===== src/rtl/eco_equiv_sweeper.sv =====
// Exhaustive equivalence sweep controller: walks every 10-bit {A,B} operand
// pair through two external 3-bit netlists, holds each pair SETTLE cycles,
// compares masked outputs and records mismatch statistics.
module eco_equiv_sweeper #(
  parameter int SETTLE = 2
) (
  input  logic       clk,
  input  logic       rst,
  input  logic       start,
  input  logic       abort,
  input  logic       stop_on_fail,
  input  logic [2:0] mask,
  input  logic [2:0] y_gold_i,
  input  logic [2:0] y_rev_i,
  output logic [4:0] A_o,
  output logic [4:0] B_o,
  output logic       busy,
  output logic       done,
  output logic       pass,
  output logic [10:0] fail_cnt,
  output logic [9:0] first_fail_vec,
  output logic [2:0] first_fail_diff
);

  localparam logic [1:0] S_IDLE = 2'd0;
  localparam logic [1:0] S_WAIT = 2'd1;
  localparam logic [1:0] S_CMP  = 2'd2;
  localparam logic [1:0] S_DONE = 2'd3;

  localparam logic [3:0] SETTLE_LAST = 4'(SETTLE - 1);

  logic [1:0] state;
  logic [9:0] vec;
  logic [3:0] settle_cnt;
  logic [2:0] mask_q;
  logic       stop_q;
  logic [2:0] diff;

  assign A_o  = vec[9:5];
  assign B_o  = vec[4:0];
  assign busy = (state == S_WAIT) || (state == S_CMP);
  assign diff = (y_gold_i ^ y_rev_i) & mask_q;

  // Sweep FSM plus result registers; abort wins over any CMP-side update
  always_ff @(posedge clk or posedge rst) begin
    if (rst) begin
      state           <= S_IDLE;
      vec             <= '0;
      settle_cnt      <= '0;
      mask_q          <= '0;
      stop_q          <= 1'b0;
      done            <= 1'b0;
      pass            <= 1'b0;
      fail_cnt        <= '0;
      first_fail_vec  <= '0;
      first_fail_diff <= '0;
    end else begin
      done <= 1'b0;
      case (state)
        S_IDLE: begin
          if (start) begin
            state           <= S_WAIT;
            vec             <= '0;
            settle_cnt      <= '0;
            fail_cnt        <= '0;
            first_fail_vec  <= '0;
            first_fail_diff <= '0;
            pass            <= 1'b0;
            mask_q          <= mask;
            stop_q          <= stop_on_fail;
          end
        end
        S_WAIT: begin
          if (abort) begin
            state      <= S_IDLE;
            vec        <= '0;
            settle_cnt <= '0;
            pass       <= 1'b0;
          end else if (settle_cnt == SETTLE_LAST) begin
            settle_cnt <= '0;
            state      <= S_CMP;
          end else begin
            settle_cnt <= settle_cnt + 4'd1;
          end
        end
        S_CMP: begin
          if (abort) begin
            state <= S_IDLE;
            vec   <= '0;
            pass  <= 1'b0;
          end else begin
            if (diff != 3'b000) begin
              fail_cnt <= fail_cnt + 11'd1;
              if (fail_cnt == '0) begin
                first_fail_vec  <= vec;
                first_fail_diff <= diff;
              end
            end
            // vec is never incremented past the last pair, so it cannot wrap
            if ((vec == 10'd1023) || (stop_q && (diff != 3'b000))) begin
              state <= S_DONE;
            end else begin
              vec   <= vec + 10'd1;
              state <= S_WAIT;
            end
          end
        end
        default: begin
          // DONE: fail_cnt already includes the final compare
          done  <= 1'b1;
          pass  <= (fail_cnt == '0);
          state <= S_IDLE;
        end
      endcase
    end
  end

endmodule


===== config.mk =====
export PLATFORM = sky130hd
export DESIGN_NAME = eco_equiv_sweeper
export DESIGN_NICKNAME = d
export VERILOG_FILES = /design/src/rtl/eco_equiv_sweeper.sv
export SDC_FILE = /design/constraint.sdc
export NUM_CORES = 1
export LEC_CHECK = 0
export BUFFER_PORTS_ARGS = -buffer_cell sky130_fd_sc_hd__buf_2
export CAP_MARGIN = 20
export CORE_ASPECT_RATIO = 1.1
export CORE_MARGIN = 5
export CORE_UTILIZATION = 54
export DETAILED_ROUTE_END_ITERATION = 7
export GPL_TIMING_DRIVEN = 0
export PLACE_DENSITY = 0.79
export SLEW_MARGIN = 20
export SYNTH_ARGS = -nofsm -noshare
export SYNTH_HDL_FRONTEND = slang
export SYNTH_SLANG_ARGS = --single-unit
export TNS_END_PERCENT = 50

===== constraint.sdc =====
create_clock -name clk -period 2.84 [get_ports clk]
set_input_delay 0.142 -clock clk [delete_from_list [all_inputs] [get_ports clk]]
set_output_delay 0.142 -clock clk [all_outputs]
set_load 0.01 [all_outputs]

=== Word level (Yosys, flattened, before mapping) ===
Cells that the tools add are included.

* Equality and inequality tests: 12
* Muxes and demuxes: 32
* Magnitude comparators: 0
* Add/sub/neg operators: 3
* Bitwise logic cells: 2
* Multiply operators: 0
* Shift operators: 0
* Divide/modulo/power cells: 0
* Reduce and logical (&&, ||, !) cells: 18

{| class="wikitable"
|+ Operators with widths
! kind !! count
|-
| $mux 10 || 7
|-
| $mux 11 || 3
|-
| $pmux 10 s3 || 1
|-
| $pmux 11 s2 || 1
|-
| $pmux 10 s2 || 1
|-
| $mux 3 || 4
|-
| $mux 4 || 3
|-
| $add 11x1->11 const B || 1
|-
| $logic_not 11->1 || 1
|-
| $add 10x1->10 const B || 1
|-
| $eq 10x10->1 const B || 1
|-
| $mux 2 || 5
|-
| $pmux 4 s2 || 1
|-
| $reduce_and 2->1 || 4
|-
| $reduce_and 4->1 || 2
|-
| $ne 2x1->1 const B || 3
|-
| $ne 2x2->1 const B || 3
|-
| $pmux 2 s3 || 1
|-
| $pmux 3 s2 || 1
|-
| $reduce_bool 3->1 || 2
|-
| $reduce_and 5->1 || 1
|-
| $add 4x1->4 const B || 1
|-
| $eq 4x1->1 const B || 1
|-
| $reduce_bool 2->1 || 2
|-
| other kinds (13) || 16
|}

* Bits in latches: 0
* Memories kept: 0
* Memory bits (writable): 0
* Word-level logic and storage cells: 77
* Register bits: 46
* Bits in read-only memories: 0

=== Longest topological paths before layout ===
Gate-level depths: netlist of the first run.

* Depth after elaboration: 8
* Gate-level depth with buffers: 8
* Depth with buffers taken out: 7

=== Least setup slack after synthesis of the first run ===
Ideal clock, no wire load.

* Path type: reg-to-reg
* From: reg vec[0]
* To: reg vec[7]
* Setup time: 0.104 ns
* Buffers on the path: 2
* Setup slack: 0.777 ns
* Data arrival time: 1.959 ns
* Stages on the path, launching flop included: 9
* Cell sequence: dfrtp_1 ha_1 and3_1 clkbuf_1 a31oi_1 o211ai_4 or2_0 buf_6 o41ai_2

* Cells in the longest elaborated chain, start to end: 4
* Elaborated cells between the ends (all ways): 8
* Those cells by class: 1 x add/sub; 2 x eq/ne; 3 x mux; 2 x reduce/logical

{| class="wikitable"
|+ RTL lines
! element !! line !! source
|-
| from (decl) || 33 || <nowiki>logic [9:0] vec;</nowiki>
|-
| from (signal assigned) || 103 || <nowiki>vec <= vec + 10'd1;</nowiki>
|-
| $add 10x1->10 or $eq 10x10->1 (tied branches) || 103, 100 ||
|-
| $mux 10 or $logic_or 1x1->1 (tied branches) || 100 || <nowiki>if ((vec == 10'd1023) || (stop_q && (diff != 3'b000))) begin</nowiki>
|-
| $mux 10 or $ne 3x3->1 (tied branches) || n/a ||
|-
| $pmux 10 s3 or $reduce_and 4->1 (tied branches) || n/a ||
|}

Several ways; a longest one is shown, not always the timed one. The select of a mux whose other input is x is not followed.
A chain may end at the register's enable or synchronous reset.

=== Worst setup path in the final report of the first run ===
* From: reg state[0]
* To: reg first_fail_vec[3]

* Cells in the longest elaborated chain, start to end: 3
* Elaborated cells between the ends (all ways): 9
* Those cells by class: 5 x eq/ne; 1 x mux; 3 x reduce/logical

{| class="wikitable"
|+ RTL lines
! element !! line !! source
|-
| from (decl) || 32 || <nowiki>logic [1:0] state;</nowiki>
|-
| from (signal assigned) || 47 || <nowiki>state <= S_IDLE;</nowiki>
|-
| from (signal assigned) || 62 || <nowiki>state <= S_WAIT;</nowiki>
|-
| from (signal assigned) || 75 || <nowiki>state <= S_IDLE;</nowiki>
|-
| $eq 2x2->1 or $logic_not 2->1 (tied branches) || 59 || <nowiki>case (state)</nowiki>
|-
| $ne 2x1->1 (no line), or another cell as far along || n/a ||
|-
| $reduce_and 5->1 (no line) || n/a ||
|-
| to (signal assigned) || 95 || <nowiki>first_fail_vec <= vec;</nowiki>
|-
| to (decl) || 21 || <nowiki>output logic [9:0] first_fail_vec,</nowiki>
|}

Several ways; a longest one is shown, not always the timed one.

==> results.yml, run 1 <==
status:
  outcome: "finished clean"
global_routing:
  antenna_found_initial: 0
  grt_pass1_vias: 2015
  grt_util_all_layers_pct: 21.1
  grt_max_degree: 27
  grt_pass1_wl_um: 9670
  grt_overflow: 0
run:
  cap_violations: 0
timing:
  worst-slew-pin-transition_ps: 647
  finClkSkew_ps: 4.07
  whs_ps: 73.6
  rsz0062_at_grt: "no"
  period_minus_slack_ps: 2420
  max_slew_margin_pct: 56.4
  finalHoldViolations: 0
  setup_violations: 0
  slew_violations: 0
  tns_ps: 0
  timing.fmax_mhz: 413
  period_share_pct: 85.3
critical_path:
  rr_startpoint: "state[0]"
  crit_type: "register to register"
  reg2reg_to: "first_fail_vec[3]"
  ff2ff_setup_slack_ps: 420
  start_kind: "register"
  crit_chain: "inv_1 -> ha_1 -> nor2b_1 -> nand2_1 -> nor2_1 -> and3_1 -> buf_2 -> a22o_1"
  arrival_ps: 2660
  path_buf_inv: 2
  cpPeakStageDelay_ps: 430
  worstPathRequired_ps: 3070
  cp_slowest_cell: "dfrtp_1"
  worst_path_dominant_cell_family: "simple AND/OR/NAND/NOR gates"
  reg2reg_depth: 8
  worstSetupEndpointType: "register"
  path_max_fanout: 10
synth:
  synth_fp_nets: 253
  async_reset_ff_share_pct: 100
  ys_top_cells_by_count: "dfrtp_1 (46), o21ai_0 (26), nor2_1 (20), nand2_1 (18), a22o_1 (11)"
  synth_seq_cells: 46
  synthCells: 230
  avgSynthCellArea_sq_um: 10.1
  yosysSeqAreaShare_pct: 49.4
  ys_warn_count: 0
  synth-main-ff-cell: "dfrtp_1"
  synth_most_common_cell: "dfrtp_1"
  synth_edf_count: 0
  yosys-top-cells-area: "dfrtp_1 (49%), o21ai_0 (5.6%), ha_1 (4.8%)"
  synth.top_cell.area_share_pct: 49.4
  syn_area_sq_um: 2330
  synthDistinctLibCells: 44
  synth_top_area_cell: "dfrtp_1"
die:
  fp-row-count: 25
  io_pins: 51
  floorplan.initialDensity_pct: 54.8
  coreArea_sq_um: 4250
  dieArea_sq_um: 5730
  chipHeight_um: 78.9
  die_x_um: 72.6
drt:
  via_per_inst: 5.83
  drt_pass1_iterations: 4
  wl_per_cell_um: 16.1
  drc_errors: 0
  vias: 2004
  ant_nets: 0
  wl_um: 5530
  drt_iter0_markers: 219
layout:
  syn_to_final_growth_pct: 21.0
  fillers: 367
  layout-drive-gt1-share_pct: 24.8
  finalNetCount: 312
  antennaDiodeCount: 0
power_and_ir_drop:
  power.leakage_uw: 0.00137
  powerDensity_nw_per_um2: 718
  irDropWorstVdd_mv: 0.402
cts:
  clock-sinks: 46
  cts_made_buffers: 5
  insertion_delay_ps: 300
  htreeDepth: 2
  clkTransAtPathRegs_ps: 90
  post_cts_buffers: 0
  clockBufferDepth: 2
  cts_tree: "done"
  holdBufCountCts: 1
  cts_resized: 0
  cts-root-buf: "clkbuf_8"
worst_hold_path:
  hp-class: "input pin to register"
  whs_endpoint: "mask_q[2]"
  hp-start: "mask[2]"
  hold_depth: 2
placed_design:
  io_buffers: 50
  dp_hpwl_um: 4100
  gp_congestion: 0.822
[worst register-to-register path, delay by kind of cell, from the launching register on]
kind	cells	cell delay, ps
simple gates	4	1070
fa+ha+maj	1	320
buf+inv	2	360
flops	1	430
compound gates	1	180
[metal layers]
layer	share of wire, %	vias up	track usage, %
met2	50	59	35.7
met5	0	-	0
met4	1.3	0	4.98
met3	5.7	9	4.05
li1	-	956	-
met1	43	980	27.7
[state kept, by name, summed over array words and instances (netlist names)]
signal / flops
pass: 1
first_fail_diff: 3
vec: 10
done: 1
first_fail_vec: 10
mask_q: 3
stop_q: 1
fail_cnt: 11
state: 2
settle_cnt: 4
[worst max path at each step]
stage,from,endpoint,slack (ps),depth (start not counted)
floorplan,vec[0],vec[7],780,8
global placement,state[0],first_fail_vec[9],480,8
detailed placement,state[0],first_fail_vec[3],460,8
CTS,state[0],first_fail_vec[3],420,8
global route,state[0],first_fail_vec[6],200,8
finish,state[0],first_fail_vec[3],420,8
[where the power goes]
part,internal (uW),leakage (uW),switching [uW],total (uW)
clock network,375,0.0000714,225,600
logic,230,0.000667,411,641
registers,719,0.000630,65.1,784
[final cells by class]
type / count / area (sq um) / share of cell area [%]
Clock buffer: 6 / 82.6 / 2.93
Inverter: 7 / 26.3 / 0.931
Multi-Input combinational cell: 169 / 1110 / 39.3
Clock inverter: 2 / 60.1 / 2.13
Timing Repair Buffer: 52 / 280 / 9.93
Sequential cell: 46 / 1150 / 40.8
Tap cell: 54 / 67.6 / 2.39
Buffer: 8 / 43.8 / 1.55
[placed cells by master, fill, tap and decap left out, drive strengths merged, types with 6 or more instances in the layout]
cell	instances
buf	55
o31ai	9
nand3	9
clkbuf	10
nor2	20
ha	9
o21ai	27
a21oi	6
nand2	18
nor2b	6
inv	7
a22o	11
dfrtp	46
[per-stage QoR]
| stage | setup WS, ps | area, sq um | cells | power, uW | utilization (%) |
|---|---|---|---|---|---|
| final | 417 | 2820 | 344 | 2030 | 66.3 |
| after global routing | 201 | 2820 | 344 | 2160 | 66.3 |
| after CTS | 419 | 2820 | 344 | 2040 | 66.3 |
| after detailed placement | 457 | 2670 | 335 | 1440 | 62.7 |
| after global placement | 481 | 2650 | 334 | 1410 | 62.3 |
| after floorplan | 777 | 2330 | 230 | 1240 | - |
[logic make-up after synthesis]
kind of cell	count (synthesis)	share of synthesized area, %
muxes	5	2.36
adders and majority gates	9	4.83
AOI/OAI and AO/OA	67	20.0
and+or+nand+nor	81	17.8
buffers and inverters	15	3.01
xor gates and xnor gates	7	2.63
DFF	46	49.4
Note: power is estimated with default switching activity, not from simulation.
==> run 2: changes to the inputs <==
--- a/config.mk
+++ b/config.mk
@@ -13,6 +13,7 @@
 export DETAILED_ROUTE_END_ITERATION = 7
 export GPL_TIMING_DRIVEN = 0
 export PLACE_DENSITY = 0.79
+export REMOVE_ABC_BUFFERS = 1
 export SLEW_MARGIN = 20
 export SYNTH_ARGS = -nofsm -noshare
 export SYNTH_HDL_FRONTEND = slang
==> run 2 against run 1 <==
Sequential power rose by 0.8%. Register-to-register slack got worse by 150 ps. First-iteration DRC count fell by 33%.
==> results.yml, run 2 (synthesized netlist as in run 1, its figures left out) <==
power_and_ir_drop:
  fin_total_pwr_uw: 1890
  power.leakage_uw: 0.00133
  irDropWorstVdd_mv: 0.417
  powerDensity_nw_per_um2: 686
timing:
  worst-slew-pin-transition_ps: 1050
  finalHoldViolations: 0
  tns_ps: 0
  timing.fmax_mhz: 389
  finClkSkew_ps: 8.00
  rsz0062_at_grt: "no"
  setup_violations: 0
  slew_violations: 0
  period_minus_slack_ps: 2570
  max_slew_margin_pct: 29.3
  period_share_pct: 90.4
die:
  coreArea_sq_um: 4250
  chipHeight_um: 78.9
  fp-row-count: 25
  io_pins: 51
  floorplan.initialDensity_pct: 54.8
  die_x_um: 72.6
  dieArea_sq_um: 5730
cts:
  clkTransAtPathRegs_ps: 90
  clockBufferDepth: 2
  cts-root-buf: "clkbuf_8"
  insertion_delay_ps: 290
  htreeDepth: 2
  cts_tree: "done"
  cts_made_buffers: 5
  clock-sinks: 46
drt:
  wl_um: 5340
  vias: 1972
  drt_iter0_markers: 147
  ant_nets: 0
  drc_errors: 0
  drt_pass1_iterations: 4
  via_per_inst: 5.85
  wl_per_cell_um: 15.8
global_routing:
  grt_overflow: 0
  grt_pass1_vias: 1941
  grt_max_degree: 29
  grt_pass1_wl_um: 9090
  grt_util_all_layers_pct: 19.8
  antenna_found_initial: 0
layout:
  register_area_sq_um: 1150
  layout-drive-gt1-share_pct: 24.4
  fillers: 373
  fin_util_pct: 64.7
  top_register: "fail_cnt"
  multi_input_area_sq_um: 1110
  mostFrequentLayoutCells: "buf_2 (51), dfrtp_1 (46), o21ai_0 (26), nor2_1 (20), nand2_1 (18)"
  syn_to_final_growth_pct: 18.1
  largestRegisters: "fail_cnt x11, first_fail_vec x10, vec x10"
  finalNetCount: 305
  layout_commonest_cell: "buf_2"
  antennaDiodeCount: 0
  largest_reg_flops: 11
critical_path:
  cp-endpoint: "first_fail_diff[0]"
  reg2reg_to: "first_fail_diff[0]"
  start_kind: "register"
  path_max_fanout: 13
  arrival_ps: 2790
  worstSetupEndpointType: "register"
  reg2reg_depth: 7
  worstPathRequired_ps: 3060
  startpoint: "state[0]"
  ff2ff_setup_slack_ps: 270
  crit_type: "register to register"
  rr_startpoint: "state[0]"
run:
  cap_violations: 0
placed_design:
  dp_hpwl_um: 3870
  io_buffers: 50
  gp_congestion: 0.813
worst_hold_path:
  hp-class: "input pin to register"
status:
  outcome: "finished clean"
## run 2: changes by cell type in the layout (fill, tap and decap cells not counted)
cell,previous run,this run
clkinvlp_4,0,2
buf_6,1,0
buf_2,52,51
clkbuf_8,6,5
bufinv_16,2,1
buf_4,1,0
clkbuf_1,4,0
## run 2: how the worst min path moves through the flow
stage	from	end	slack [ps]	cells past startpoint
after detailed placement	rst	vec[0]	160	2
after floorplan	mask[0]	mask_q[0]	290	1
after global routing	mask[2]	mask_q[2]	80	2
final	mask[2]	mask_q[2]	80	2
after CTS	mask[0]	mask_q[0]	70	2
after global placement	mask[0]	mask_q[0]	370	2
## run 2: area by class of cell
cell class	count	area share, %
clock buffers	5	2.50
clock inverters	3	1.64
well taps	54	2.45
flip-flops and latches	46	41.8
multi-input cells	169	40.3
inverters	7	0.954
repair buffers	53	10.4
## run 2: report_power, final
part | switching [uW] | total [uW] | internal [uW] | leakage, uW
Sequential | 70.5 | 790 | 719 | 0.000630
Combinational | 403 | 614 | 210 | 0.000647
Clock | 225 | 486 | 262 | 0.0000504
Total | 698 | 1890 | 1190 | 0.00133
## run 2: timing repair
action	4_1_cts	5_1_grt
gates resized for setup	0	0
buffers inserted	0	0
hold endpoints to repair	18	0
hold buffers	1	0
## run 2: worst max-delay path, cell delays in order (launching register included)
cell	delay, ps
dfrtp_1	430
inv_1	100
ha_1	310
nor2b_1	390
nand2_1	220
nor2_1	250
and3_1	540
a32o_1	260
## run 2: metal layers
| metal | track usage [%] | routed length, um |
|---|---|---|
| met4 | 4.98 | 29 |
| met5 | 0 | 0 |
| met2 | 33.8 | 2790 |
| met3 | 3.80 | 291 |
| met1 | 25.8 | 2230 |
## run 2: metrics by stage
step                worst slack (ps)  cells  hold WS [ps]  area, sq um
floorplan                        617    222           293         2290
global placement               -21.2    326           375         2610
detailed placement               302    328           161         2630
CTS                              285    337          73.5         2750
global route                    74.3    337          75.6         2750
finish                           272    337          79.0         2750
